File: config.mk
export PLATFORM = sky130hd
export DESIGN_NAME = br_amba_axi_burst_sequencer
export DESIGN_NICKNAME = d
export VERILOG_FILES = /design/src/rtl/br_amba_axi_burst_sequencer.sv
export SDC_FILE = /design/constraint.sdc
export NUM_CORES = 1
export LEC_CHECK = 0
export CORE_ASPECT_RATIO = 2
export CORE_MARGIN = 10
export CORE_UTILIZATION = 45
export DETAILED_ROUTE_END_ITERATION = 10
export GPL_TIMING_DRIVEN = 0
export PLACE_DENSITY = 0.68
export SLEW_MARGIN = 20
export SYNTH_ARGS = -nofsm -noshare
export SYNTH_HDL_FRONTEND = slang
export SYNTH_SLANG_ARGS = --single-unit
File: constraint.sdc
create_clock -name clk -period 3.3 [get_ports clk]
set_clock_uncertainty 0.05 [all_clocks]
set_input_delay 0.33 -clock clk [delete_from_list [all_inputs] [get_ports clk]]
set_output_delay 0.33 -clock clk [all_outputs]
set_load 0.02 [all_outputs]
File: src/rtl/br_amba_axi_burst_sequencer.sv
// Purpose: expands one AXI burst command (FIXED/INCR/WRAP) into per-beat addresses; illegal bursts yield len+1 SLVERR beats.
// Latency: first beat is presented the cycle after command acceptance; then one beat per beat handshake.
// Backpressure: beat_* hold while beat_ready is low; cmd_ready rises on the final beat handshake for bubble-free bursts.
// Ports: clk/rst_n; cmd_valid/cmd_ready with cmd_addr/cmd_len/cmd_size/cmd_burst; beat_valid/beat_ready with
//        beat_addr/beat_idx/beat_last/beat_resp.
module br_amba_axi_burst_sequencer #(
    parameter int AddrWidth = 32,
    parameter int DataWidth = 64
) (
    input  logic                 clk,
    input  logic                 rst_n,
    input  logic                 cmd_valid,
    output logic                 cmd_ready,
    input  logic [AddrWidth-1:0] cmd_addr,
    input  logic [7:0]           cmd_len,
    input  logic [2:0]           cmd_size,
    input  logic [1:0]           cmd_burst,
    output logic                 beat_valid,
    input  logic                 beat_ready,
    output logic [AddrWidth-1:0] beat_addr,
    output logic [7:0]           beat_idx,
    output logic                 beat_last,
    output logic [1:0]           beat_resp
);
    localparam int MaxSize = $clog2(DataWidth / 8);

    localparam logic [1:0] BurstFixed = 2'd0;
    localparam logic [1:0] BurstIncr  = 2'd1;
    localparam logic [1:0] BurstWrap  = 2'd2;
    localparam logic [1:0] BurstRsvd  = 2'd3;

    localparam logic [1:0] RespOkay   = 2'd0;
    localparam logic [1:0] RespSlverr = 2'd2;

    typedef enum logic {
        IDLE,
        ACTIVE
    } state_t;

    state_t               state;
    logic [AddrWidth-1:0] step_q;   // 2^size
    logic [AddrWidth-1:0] amask_q;  // 2^size - 1 (size alignment)
    logic [AddrWidth-1:0] wmask_q;  // container - 1 (wrap window)
    logic [7:0]           len_q;
    logic [1:0]           burst_q;
    logic                 err_q;

    logic [AddrWidth-1:0] cmd_step;
    logic [AddrWidth-1:0] cmd_amask;
    logic [AddrWidth-1:0] cmd_wmask;
    logic [16:0]          page_end;
    logic                 cmd_illegal;
    logic                 wrap_len_ok;
    logic                 cmd_fire;
    logic                 beat_fire;
    logic [AddrWidth-1:0] next_addr;

    assign beat_fire = beat_valid && beat_ready;
    assign cmd_ready = (state == IDLE) || (beat_fire && beat_last);
    assign cmd_fire  = cmd_valid && cmd_ready;

    assign cmd_step  = AddrWidth'(1) << cmd_size;
    assign cmd_amask = cmd_step - AddrWidth'(1);
    assign cmd_wmask = ((AddrWidth'(cmd_len) + AddrWidth'(1)) << cmd_size) - AddrWidth'(1);

    // One past the last byte, measured from the start of the 4KB page holding
    // the aligned base; a value above 4096 means the burst leaves the page.
    assign page_end = {5'd0, cmd_addr[11:0] & ~cmd_amask[11:0]}
                    + ((17'(cmd_len) + 17'd1) << cmd_size);

    assign wrap_len_ok = (cmd_len == 8'd1) || (cmd_len == 8'd3) ||
                         (cmd_len == 8'd7) || (cmd_len == 8'd15);

    always_comb begin
        cmd_illegal = 1'b0;
        if (cmd_burst == BurstRsvd)                                    cmd_illegal = 1'b1;
        if (cmd_size > 3'(MaxSize))                                    cmd_illegal = 1'b1;
        if (cmd_burst == BurstFixed && cmd_len > 8'd15)                cmd_illegal = 1'b1;
        if (cmd_burst == BurstWrap && !wrap_len_ok)                    cmd_illegal = 1'b1;
        if (cmd_burst == BurstWrap && (cmd_addr & cmd_amask) != '0)    cmd_illegal = 1'b1;
        if (cmd_burst == BurstIncr && page_end > 17'h1000)             cmd_illegal = 1'b1;
    end

    // Beat 0 may be unaligned for INCR, so realign before stepping. WRAP keeps
    // the bits above the container fixed and lets the low bits roll over.
    always_comb begin
        next_addr = beat_addr;
        if (!err_q) begin
            case (burst_q)
                BurstIncr: next_addr = (beat_addr & ~amask_q) + step_q;
                BurstWrap: next_addr = (beat_addr & ~wmask_q) | ((beat_addr + step_q) & wmask_q);
                default:   next_addr = beat_addr;
            endcase
        end
    end

    always_ff @(posedge clk or negedge rst_n) begin
        if (!rst_n) begin
            state      <= IDLE;
            beat_valid <= 1'b0;
            beat_addr  <= '0;
            beat_idx   <= 8'd0;
            beat_last  <= 1'b0;
            beat_resp  <= RespOkay;
            step_q     <= '0;
            amask_q    <= '0;
            wmask_q    <= '0;
            len_q      <= 8'd0;
            burst_q    <= BurstFixed;
            err_q      <= 1'b0;
        end else if (cmd_fire) begin
            // Covers both IDLE acceptance and back-to-back acceptance on the last beat.
            state      <= ACTIVE;
            beat_valid <= 1'b1;
            beat_addr  <= cmd_addr;
            beat_idx   <= 8'd0;
            beat_last  <= (cmd_len == 8'd0);
            beat_resp  <= cmd_illegal ? RespSlverr : RespOkay;
            step_q     <= cmd_step;
            amask_q    <= cmd_amask;
            wmask_q    <= cmd_wmask;
            len_q      <= cmd_len;
            burst_q    <= cmd_burst;
            err_q      <= cmd_illegal;
        end else if (beat_fire) begin
            if (beat_last) begin
                state      <= IDLE;
                beat_valid <= 1'b0;
                beat_last  <= 1'b0;
            end else begin
                beat_addr <= next_addr;
                beat_idx  <= beat_idx + 8'd1;
                beat_last <= ((beat_idx + 8'd1) == len_q);
            end
        end
    end
endmodule

# Yosys cells after proc, flatten, opt, wreduce, memory -nomap -nowiden
# Cells that the tools add are included.
[totals] register_bits=151 out_inout_bits=45
[classes] n_addsub=8 magnitude_cmp=3 eq_ne=12 shifts=3 muxes=21 n_bitwise=10 reduce_logical=21
[ops] operator="$and 32x32->32" n=4
[ops] operator="$mux 32" n=4
[ops] operator="$add 32x32->32" n=2
[ops] operator="$not 32->32" n=2
[ops] operator="$pmux 32 s2" n=1
[ops] operator="$sub 32x1->32 const B" n=2
[ops] operator="$or 32x32->32" n=1
[ops] operator="$reduce_bool 32->1" n=1
[ops] operator="$shl 1x3->32 const A" n=1
[ops] operator="$shl 9x3->32" n=1
[ops] operator="$mux 8" n=3
[ops] operator="$add 8x1->9 const B" n=2
[ops] operator="$add 12x17->17" n=1
[ops] operator="$gt 17x13->1 const B" n=1
[ops] operator="$shl 9x3->17" n=1
[ops] operator="$and 12x12->12" n=1
[ops] operator="$mux 1" n=12
[ops] operator="$not 12->12" n=1
[ops] operator="$add 8x1->8 const B" n=1
[ops] operator="$eq 8x1->1 const B" n=1
[ops] operator="$eq 8x2->1 const B" n=1
[ops] operator="$eq 8x3->1 const B" n=1
[ops] operator="$eq 8x4->1 const B" n=1
[ops] operator="$eq 8x8->1" n=1
[ops] operator="16 further kinds" n=31

# Longest topological paths before layout
[depth] word_depth=10 mapped_depth=20

# Worst setup path before layout
# No wires, ideal clock.
[synth_path] path_type="input-to-reg" from="input port cmd_size[1]" to="register beat_resp[1]" setup_ns=0.121 arrival_time_ns=3.892 required_time_ns=3.129 path_slack_ns=-0.763 path_stages=19 path_buffers=4 path_cell_list="clkbuf_1 > clkbuf_1 > buf_1 > nor3_1 > inv_1 > ha_1 > clkbuf_1 > or3b_2 > o21a_1 > and2_1 > ha_1 > a21oi_1 > o21ai_0 > a211oi_1 > xor2_1 > and4b_1 > a41oi_1 > a31oi_1 > nor2_1"
[synth_between] elab_chain_len=9 word_cells_on_any_way=18
[synth_rtl] element="start, declared" line_no="16" source="input logic [2:0] cmd_size,"
[synth_rtl] element="$shl 1x3->32 *" line_no="62" source="assign cmd_step = AddrWidth'(1) << cmd_size;"
[synth_rtl] element="$sub 32x1->32 *" line_no="63" source="assign cmd_amask = cmd_step - AddrWidth'(1);"
[synth_rtl] element="net cmd_amask[0]" line_no="49" source="logic [AddrWidth-1:0] cmd_amask;"
[synth_rtl] element="$not 12->12" line_no="68" source="assign page_end = {5'd0, cmd_addr[11:0] & ~cmd_amask[11:0]}"
[synth_rtl] element="$and 12x12->12" line_no="68"
[synth_rtl] element="$add 12x17->17" line_no="69" source="+ ((17'(cmd_len) + 17'd1) << cmd_size);"
[synth_rtl] element="$gt 17x13->1" line_no="81" source="if (cmd_burst == BurstIncr && page_end > 17'h1000) cmd_illegal = 1'b1;"
[synth_rtl] element="$logic_and 1x1->1" line_no="81"
[synth_rtl] element="$mux 1 *" line_no="81"
[synth_rtl] element="$mux 2 *" line_no="118" source="beat_resp <= cmd_illegal ? RespSlverr : RespOkay;"
[synth_rtl] element="end signal, assigned" line_no="104" source="beat_resp <= RespOkay;"
[synth_rtl] element="end signal, assigned" line_no="118"
[synth_rtl] element="end, declared" line_no="23" source="output logic [1:0] beat_resp"
# Mark *: on every way through the listed nets, which the timed path passes. The rest lies on a longest branch.
# A chain may end at the register's enable or synchronous reset.

# Worst setup path in the final report
[layout_path] from="input port cmd_size[0]" to="register beat_resp[1]"
# Same word-level chain as after synthesis.

==> run_results.csv <==
group,metric,value,unit
outcome,status,"complete, but fails checks",
outcome,violations,"negative setup slack",
global_routing,antenna_found_initial,0,
timing,fin_crit_sh,105,%
worst_setup_path,r2r_setup_slack,-0.03,ns
floorplan,die_x,121,um
worst_setup_path,cp_max_fo,8,
worst_setup_path,cp-end-kind,"register",
cells_and_area,area_delta_synth_final,27.7,%
min_path,hp-start,"cmd_len[5]",
min_path,hp-class,"in -> reg",
power,net-switching-power,4.08,mW
timing,relSlewSlack,24.4,%
synthesis,synthCells,1152,
routing,wl_per_cell,25.0,um
worst_setup_path,cp.arrival,3.67,ns
global_routing,grt_pass1_wl,58500,um
timing,worst_pin_slew,1.13,ns
timing,layout_setup_ws,-0.177,ns
timing,rsz0062_at_grt,"true",
clocking,ctsRootBufferMaster,"clkbuf_16",
job,max_cap_violations,0,
power,p_seq_share,28.6,%
timing,fin_crit,3.48,ns
power,leakagePower,4.90,nW
cells_and_area,mostFrequentLayoutCells,"nand2_1, dfrtp_1, o21ai_0, clkdlybuf4s50_1, a21oi_1",
clocking,cts_buffers,9,
cells_and_area,multi_input_area,0.00635,sq mm
routing,vias,9950,
clocking,cts.clk_slew.worst_paths,0.07,ns
synthesis,synth_nets,1241,
global_routing,grt_pass1_vias,9902,
synthesis,yosysUniqueCellTypes,84,
cells_and_area,insertedDiodeCount,0,
power,p_sw_share,47.8,%
min_path,holdPathEnd,"len_q[5]$_DFFE_PN0P_",
timing,whs,0.268,ns
power,p_int,4.46,mW
power,pwr-share-comb,58.1,%
routing,drt-total-wl,39000,um
routing,drc,0,
clocking,h-tree-depth,3,
timing,hold_viol,0,
routing,via_per_inst,6.37,
synthesis,synth_flop_cell,"dfrtp_1",
synthesis,async_flop_share,100,%
cells_and_area,fill_cells,1932,
placed_design,dp_hpwl,29200,um
synthesis,ys_ff_latch,107,
synthesis,ys_seq_area_share,29.4,%
floorplan,core_area,0.0199,sq mm
floorplan,fp-row-count,73,
power,power_density,735,mW/mm^2
cells_and_area,finalNetCount,1385,
floorplan,die-area,0.0267,sq mm
min_path,min_path_cells,3,
routing,antenna_left,0,
worst_setup_path,path_class,"in -> reg",
global_routing,gr-total-overflow,0,
clocking,cts.path.max_buffers,2,
worst_setup_path,reg2reg_depth,9,
cells_and_area,seq_area,0.00268,sq mm
global_routing,grt_max_degree,76,
global_routing,grt.total_usage,28.5,%
clocking,insertion_delay,0.37,ns
power,power_frac_clock,13.3,%
timing,finalSetupViolCount,2,
placed_design,gp_congestion,1.03,
clocking,cts.sinks,107,
synthesis,avgSynthCellArea,7.90,sq um
placed_design,port-buffer-count,86,
floorplan,die_h,221,um
worst_setup_path,start_kind,"input pin",
timing,slew_violations,0,
routing,dr.pass1.iters,6,
routing,drt_iter0_markers,738,
power,power,8.54,mW
power,peakVddDrop,0.000347,V
worst_setup_path,required,3.49,ns
clocking,cts_tree,"built",
cells_and_area,layout-drive-gt1-share,15.5,%
floorplan,initial_core_util,45.7,%
floorplan,ios,94,
synthesis,yosys_warnings,0,
cells_and_area,final_common_cell,"nand2_1",
worst_setup_path,reg2reg_from,"amask_q[25]$_DFFE_PN0P_",
synthesis,synthesis.area,0.00910,sq mm
synthesis,synth_edf_count,0,
timing,fmax,0.288,GHz
## metrics by stage
stage	instances	setup TNS, ns	cell area (sq um)	util [%]	setup slack [ns]
6_report	1562	-0.211	11600	58.4	-0.177
3_3_place_gp	1500	-322.28	10400	52.2	-2.51
2_1_floorplan	1152	-0.259	9210	-	-0.259
3_5_place_dp	1501	-39.14	10400	52.4	-1.73
4_1_cts	1546	-0.243	11400	57.2	-0.162
5_1_grt	1562	-0.440	11600	58.4	-0.298
## power by group through the flow
stage | logic, mW | registers (mW) | clock network [mW]
CTS | 4.76 | 2.43 | 1.13
detailed placement | 4.61 | 2.43 | 0
finish | 4.96 | 2.44 | 1.13
global route | 5.33 | 2.49 | 1.19
floorplan | 2.86 | 2.45 | 0
global placement | 4.54 | 2.42 | 0
## how the worst max path moves through the flow
stage,from,endpoint,slack [ns]
2_1_floorplan,cmd_size[1],beat_resp[1]$_DFFE_PN0P_,-0.26
5_1_grt,cmd_len[4],beat_resp[1]$_DFFE_PN0P_,-0.30
3_3_place_gp,rst_n,beat_idx[0]$_DFFE_PN0P_,-2.51
4_1_cts,cmd_size[1],beat_resp[1]$_DFFE_PN0P_,-0.16
3_5_place_dp,cmd_len[1],wmask_q[29]$_DFFE_PN0P_,-1.73
6_report,cmd_size[0],beat_resp[1]$_DFFE_PN0P_,-0.18
## critical path, stage by stage
cell	delay, ns
buf_12	0.11
buf_8	0.13
buf_12	0.13
nor3_4	0.22
inv_2	0.08
ha_4	0.17
or3_4	0.32
a21oi_2	0.14
a31oi_2	0.05
and2_4	0.17
ha_4	0.25
buf_4	0.14
nor4b_1	0.13
or4_4	0.57
nor3_4	0.25
a41oi_2	0.16
a31oi_2	0.24
nor2_1	0.07
## final cells by class
type	instances	share of cell area (%)
buffer	68	4.97
clock inverter	3	0.398
tap	262	2.82
timing repair buffer	136	10.8
clock buffer	12	2.12
sequential	107	23.1
inverter	36	1.17
multi-input combinational	938	54.6
## cell families after synthesis
family,share of synthesized area (%)
multiplexers,1.00
other,0.0412
flip-flops,29.4
buffers and inverters,6.15
XOR/XNOR,7.41
AND/OR/NAND/NOR,26.3
AO/OA/AOI/OAI,23.9
adder cells (fa/ha/maj),5.75
## cells in the mapped netlist, types with 6 or more instances
master,instances,area (sq um)
nand4_1,17,106
clkbuf_8,7,96.3
nand2b_1,14,87.6
nor2b_1,30,188
or3_1,9,56.3
buf_1,10,37.5
ha_1,37,463
a31oi_1,14,87.6
o211ai_1,13,97.6
dfrtp_1,107,2680
a21oi_1,78,390
nor4_1,14,87.6
nor2_1,78,293
nand3b_1,7,52.6
clkbuf_1,44,165
nand3_1,54,270
mux2i_1,8,80.1
a21boi_0,6,45.0
o31ai_1,7,52.6
nor3_1,27,135
o21ai_0,93,465
inv_1,34,128
o22ai_1,11,68.8
a21o_1,27,203
nand2_1,148,556
xor2_1,39,342
a211oi_1,13,97.6
and2_1,16,100
xnor2_1,38,333
and3_1,16,100
## layer usage
metal | global-route usage [%] | part of all wire (%) | vias up
met5 | 0 | 0 | -
met4 | 23.0 | 9.1 | 0
met3 | 4.46 | 6.0 | 205
met2 | 50.9 | 52 | 538
met1 | 27.8 | 33 | 4753
li1 | - | - | 4454
## repair_timing
item                                    in CTS  in global routing
pin swaps                                   41                 23
hold buffers                                 1                  0
gates cloned                                 0                  0
setup buffers                               32                 16
endpoints found under the setup margin      37                 20
gates resized for setup                    122                 26
endpoints found under the hold margin       32                  0
Note: power is estimated with default switching activity, not from simulation.
